==> src/rtl/vga_pkg.sv <==
// Shared types and constants for the framebuffer arbiter slice.
// Latency: n/a (definitions only).
// Backpressure: n/a.
package vga_pkg;

  // Who owns the RAM port in a given cycle.
  typedef enum logic [1:0] {
    OWN_NONE   = 2'd0,
    OWN_DISP   = 2'd1,
    OWN_CPU_RD = 2'd2,
    OWN_CPU_WR = 2'd3
  } owner_t;

  // Visible-area timing and framebuffer size.
  localparam int H_VA     = 640;
  localparam int V_VA     = 480;
  localparam int FB_WORDS = H_VA * V_VA;

  // Default framebuffer word address / data widths.
  localparam int FB_ADDR_W = 19;
  localparam int FB_DATA_W = 16;

  // Only reads need a return tag; writes complete silently.
  function automatic logic is_read(owner_t o);
    return (o == OWN_DISP) || (o == OWN_CPU_RD);
  endfunction

endpackage

==> src/rtl/fb_rd_tag_pipe.sv <==
// Read-return tag delay line: carries the issuing owner alongside the RAM read.
// Latency: RAM_LAT cycles from tag_in to tag_out.
// Backpressure: none; one tag enters every cycle, clear drops everything in flight.
module fb_rd_tag_pipe
  import vga_pkg::*;
#(
  parameter int RAM_LAT = 1
) (
  input  logic       clk,
  input  logic       rst,
  input  logic [1:0] tag_in,
  output logic [1:0] tag_out
);

  owner_t pipe [RAM_LAT];

  // Shift tags towards the output; reset discards every in-flight read.
  always_ff @(posedge clk) begin
    if (rst) begin
      for (int i = 0; i < RAM_LAT; i++) pipe[i] <= OWN_NONE;
    end else begin
      pipe[0] <= owner_t'(tag_in);
      for (int i = 1; i < RAM_LAT; i++) pipe[i] <= pipe[i-1];
    end
  end

  assign tag_out = pipe[RAM_LAT-1];

endmodule

==> src/rtl/vga_fb_arbiter.sv <==
// Single-port framebuffer arbiter: display has priority, CPU has a bounded-wait override.
// Latency: grant same cycle, ram_* one cycle later, read data grant+1+RAM_LAT.
// Backpressure: CPU stalls via cpu_ready=0 (must hold request); display is re-sampled each cycle.
module vga_fb_arbiter
  import vga_pkg::*;
#(
  parameter int ADDR_W     = FB_ADDR_W,
  parameter int DATA_W     = FB_DATA_W,
  parameter int RAM_LAT    = 1,
  parameter int STARVE_MAX = 8
) (
  input  logic              clk,
  input  logic              rst,
  input  logic              disp_req,
  input  logic              disp_urgent,
  input  logic [ADDR_W-1:0] disp_addr,
  output logic              disp_gnt,
  output logic              disp_rvalid,
  output logic [DATA_W-1:0] disp_rdata,
  input  logic              cpu_valid,
  input  logic              cpu_we,
  input  logic [ADDR_W-1:0] cpu_addr,
  input  logic [DATA_W-1:0] cpu_wdata,
  output logic              cpu_ready,
  output logic              cpu_rvalid,
  output logic [DATA_W-1:0] cpu_rdata,
  output logic              ram_en,
  output logic              ram_we,
  output logic [ADDR_W-1:0] ram_addr,
  output logic [DATA_W-1:0] ram_wdata,
  input  logic [DATA_W-1:0] ram_rdata
);

  logic [7:0]        starve_cnt;
  logic              force_cpu;
  owner_t            state;
  owner_t            state_nxt;
  logic [ADDR_W-1:0] addr_q;
  logic [DATA_W-1:0] wdata_q;
  logic [1:0]        tag_in;
  logic [1:0]        tag_out;
  logic [DATA_W-1:0] disp_hold;
  logic [DATA_W-1:0] cpu_hold;

  // The override only fires once the CPU has waited its full budget, and
  // never while the display FIFO is close to running dry.
  assign force_cpu = (starve_cnt == 8'(STARVE_MAX)) & cpu_valid & ~disp_urgent;
  assign disp_gnt  = ~rst & disp_req & ~force_cpu;
  assign cpu_ready = ~rst & cpu_valid & (~disp_req | force_cpu);

  // Count consecutive denied CPU cycles; saturation also covers the urgent hold.
  always_ff @(posedge clk) begin
    if (rst) begin
      starve_cnt <= 8'd0;
    end else if (!cpu_valid || cpu_ready) begin
      starve_cnt <= 8'd0;
    end else if (starve_cnt != 8'(STARVE_MAX)) begin
      starve_cnt <= starve_cnt + 8'd1;
    end
  end

  // Owner state register.
  always_ff @(posedge clk) begin
    if (rst) state <= OWN_NONE;
    else     state <= state_nxt;
  end

  // Next owner is whoever was granted this cycle.
  always_comb begin
    state_nxt = OWN_NONE;
    if (disp_gnt)       state_nxt = OWN_DISP;
    else if (cpu_ready) state_nxt = cpu_we ? OWN_CPU_WR : OWN_CPU_RD;
  end

  // Capture the granted request so the RAM sees it registered next cycle.
  always_ff @(posedge clk) begin
    if (rst) begin
      addr_q  <= '0;
      wdata_q <= '0;
    end else if (disp_gnt) begin
      addr_q  <= disp_addr;
    end else if (cpu_ready) begin
      addr_q  <= cpu_addr;
      wdata_q <= cpu_wdata;
    end
  end

  assign ram_en    = (state != OWN_NONE);
  assign ram_we    = (state == OWN_CPU_WR);
  assign ram_addr  = addr_q;
  assign ram_wdata = wdata_q;

  // Only reads launch a tag; writes leave a bubble in the return pipe.
  assign tag_in = is_read(state) ? state : OWN_NONE;

  fb_rd_tag_pipe #(
    .RAM_LAT (RAM_LAT)
  ) u_tag_pipe (
    .clk     (clk),
    .rst     (rst),
    .tag_in  (tag_in),
    .tag_out (tag_out)
  );

  assign disp_rvalid = (owner_t'(tag_out) == OWN_DISP);
  assign cpu_rvalid  = (owner_t'(tag_out) == OWN_CPU_RD);

  // Remember the last returned word per port so rdata holds between returns.
  always_ff @(posedge clk) begin
    if (rst) begin
      disp_hold <= '0;
      cpu_hold  <= '0;
    end else begin
      if (disp_rvalid) disp_hold <= ram_rdata;
      if (cpu_rvalid)  cpu_hold  <= ram_rdata;
    end
  end

  // Returned word is forwarded in its valid cycle, held value otherwise.
  assign disp_rdata = disp_rvalid ? ram_rdata : disp_hold;
  assign cpu_rdata  = cpu_rvalid  ? ram_rdata : cpu_hold;

endmodule

==> config.mk <==
export PLATFORM = sky130hd
export DESIGN_NAME = vga_fb_arbiter
export DESIGN_NICKNAME = d
export VERILOG_FILES = /design/src/rtl/vga_pkg.sv /design/src/rtl/fb_rd_tag_pipe.sv /design/src/rtl/vga_fb_arbiter.sv
export SDC_FILE = /design/constraint.sdc
export NUM_CORES = 1
export LEC_CHECK = 0
export ABC_AREA = 1
export BUFFER_PORTS_ARGS = -buffer_cell sky130_fd_sc_hd__buf_2
export CORE_ASPECT_RATIO = 1.75
export CORE_MARGIN = 10
export CORE_UTILIZATION = 50
export DETAILED_ROUTE_END_ITERATION = 6
export PLACE_DENSITY = 0.91
export SETUP_SLACK_MARGIN = 0.02
export SLEW_MARGIN = 20
export SYNTH_ARGS = -nofsm -noshare
export SYNTH_HDL_FRONTEND = slang
export SYNTH_HIERARCHICAL = 1
export SYNTH_SLANG_ARGS = --single-unit
==> constraint.sdc <==
create_clock -name clk -period 3.7 [get_ports clk]
set_clock_uncertainty 0.05 [all_clocks]
set_input_delay 0.74 -clock clk [delete_from_list [all_inputs] [get_ports clk]]
set_output_delay 0.74 -clock clk [all_outputs]
set_load 0.005 [all_outputs]
==> reports/results.ini <==
[run_status]
outcome=finished clean

[layout]
fin_nets=710
drive_above_1_share_pct=34.9
fillCellCount=562
utilization_pct=66.2
antennaDiodeCount=0
syn_to_final_growth_pct=29.3

[pwr]
power_leakage_nw=2.76
ir_drop_mv=0.270
powerDensity_mw_per_mm2=439

[sta]
hold_viol=0
slew_headroom_pct=53.1
fin_setup_tns_ps=0
period_needed_ps=2750
fmax_mhz=363
report.final.slew_viol_count=0
finalSetupViolCount=0
rsz0062_at_grt=no
worstMarginPinSlew_ps=702
fin_crit_sh_pct=74.4

[yosys]
ys_seq_area_share_pct=45.0
synthTopCellsByArea=dfxtp_1, nand2_1, inv_1
async_flop_share_pct=0
yosysWarnings=6
synth_flop_cell=dfxtp_1
synth.most_common_cell=nand2_1
synth_xor_area_share_pct=0.998
avgSynthCellArea_sq_um=7.18
synth_cells=489
synth_fp_nets=567
synthTopCellsByCount=nand2_1, dfxtp_1, inv_1, nor2_1, nand3_1
syn_area_sq_mm=0.00351
synth_top_cell_area_share_pct=45.0
ys_seq_elements=79
yosys.area_share.simple_pct=33.1
synth_compound_area_share_pct=7.95
synthAdderAreaFrac_pct=0.713
synth_top_area_cell=dfxtp_1
yosysUniqueCellTypes=30
synthMuxAreaShare_pct=0
synth-edff-count=0
synth_top_family_by_area=simple AND/OR/NAND/NOR gates

[detailed_routing]
drc=0
wl_per_cell_um=13.6
vias_per_cell=4.91
dr_total_vias=3527
met2_length_um=4690
route.met3.wl_um=1040
dr.pass1.iters=5
routedLengthMet1_um=3840
top_layer=met4
drt_iter0_drc=140
ant_nets=0
finalWirelength_um=9790

[clocking]
clk_pin_slew_ps=60
clk_latency_ps=330
cts.htree.levels=3
numCtsBuffers=9
root_buffer=clkbuf_16
cts.path.max_buffers=2
tritoncts=done
clock-sinks=79
cts_resized=0
postCtsHoldBufs=0
cts_setup_buffers=0

[floorplanning]
die_y_um=131
core_sq_mm=0.00686
row_count=40
initial_core_util_pct=51.2
die_w_um=83.3
ioPinCount=149
dieArea_sq_mm=0.0109

[critical_path]
crit_buf_inv=3
worst-r2r-setup-slack_ps=1840
cp_common_cell=nand2_4
critPathRequiredTime_ps=2910
path_delay_family=simple AND/OR/NAND/NOR gates
crit_slowest_cell=dfxtp_1
crit_fanout=21
cp_data_arrival_time_ps=1960
crit_chain=inv_1 > ha_1 > nand3_2 > nor2_4 > nand2_4 > nand2_2 > nand2_4 > inv_4 > buf_2
critPathMaxStageDelay_ps=360
cp-start-kind=register
worstSetupEndpointType=output pin
crit_type=reg -> out

[placement]
hpwlAfterDp_um=7610
io_buffers=148
place_congestion=0.804

[global_routing]
antenna_found_initial=0
first_global_vias=3643
grt.total_usage_pct=17.6
grt_max_degree=49
grt-ovfl-total=0
grt_pass1_wl_um=15900

[flow_run]
max_cap_violations=0

[worst_hold_path]
hold_class=reg -> reg

tightest hold or removal path, cell delays in order (launching register included):
cell,delay (ps)
dfxtp_1,300
nand3_1,70
nand2_1,40
stage by stage:
stage	hold WS (ps)	instance area, sq um	power, mW	setup slack (ps)	instances
3_3_place_gp	398	4270	1.19	1100	705
5_1_grt	438	4540	2.08	798	718
2_1_floorplan	409	3510	1.07	1540	489
3_5_place_dp	405	4270	1.20	1030	705
4_1_cts	413	4540	2.01	922	718
6_report	411	4540	1.99	949	718
power breakdown:
part           internal, mW  leakage, nW  switching (mW)
Sequential            0.894        0.646          0.0176
Clock                 0.509        0.131           0.306
Combinational         0.121         1.99           0.145
Total                  1.52         2.76           0.469
cell type report:
type / instances / area (sq um) / share of cell area, %
Sequential cell: 79 / 1580 / 34.8
Multi-Input combinational cell: 310 / 1500 / 33.1
Timing Repair Buffer: 154 / 786 / 17.3
Inverter: 78 / 295 / 6.51
Clock buffer: 11 / 233 / 5.13
Tap cell: 84 / 105 / 2.32
Clock inverter: 2 / 35.0 / 0.772
layout by cell type, fill, tap and decap left out:
cell         n
nand2_2      3
nand2_4      2
buf_2      148
nand4_1      2
nand3_1     44
bufinv_16    1
inv_4        1
nor2_1      52
or2_2       32
inv_2        1
a21oi_2      9
nor2_2       5
o21ai_1     10
o21ai_0     24
nand2_1    109
clkbuf_16    9
clkbuf_1     2
dfxtp_1     79
nor3b_1      2
nor2_4       1
nand3b_1     1
a21oi_1      6
buf_4        6
xnor2_1      2
xor2_1       2
clkinv_2     1
nand3_2      2
ha_1         2
inv_1       76
flip-flops by register name, summed over array words and instances, names as in the netlist:
name	count
ram_addr	19
u_tag_pipe/pipe	2
cpu_hold	16
starve_cnt	8
disp_hold	16
ram_wdata	16
state	2
cells by family (layout without fill, tap and decap cells):
group	count (synthesis)	count (layout)
xor gates and xnor gates	4	4
DFF	79	79
AOI/OAI and AO/OA	49	49
and+or+nand+nor	255	255
adders and majority gates	2	2
buffers and inverters	100	245
path summary, 6_finish.rpt:
path | from | endpoint | depth (start not counted)
hold / removal | ram_wdata[11] | ram_wdata[11] | 2
setup / recovery | starve_cnt[0] | cpu_ready | 9
hold reg to reg | ram_wdata[11] | ram_wdata[11] | 2
setup reg to reg | starve_cnt[0] | ram_addr[16] | 10
metal layers:
metal / global-route usage (%) / vias to the layer above
met3: 7.13 / 20
met1: 17.9 / 1584
met2: 29.9 / 155
met5: 0 / -
li1: - / 1768
met4: 10.2 / 0
Power figures use the tool's default switching activity.
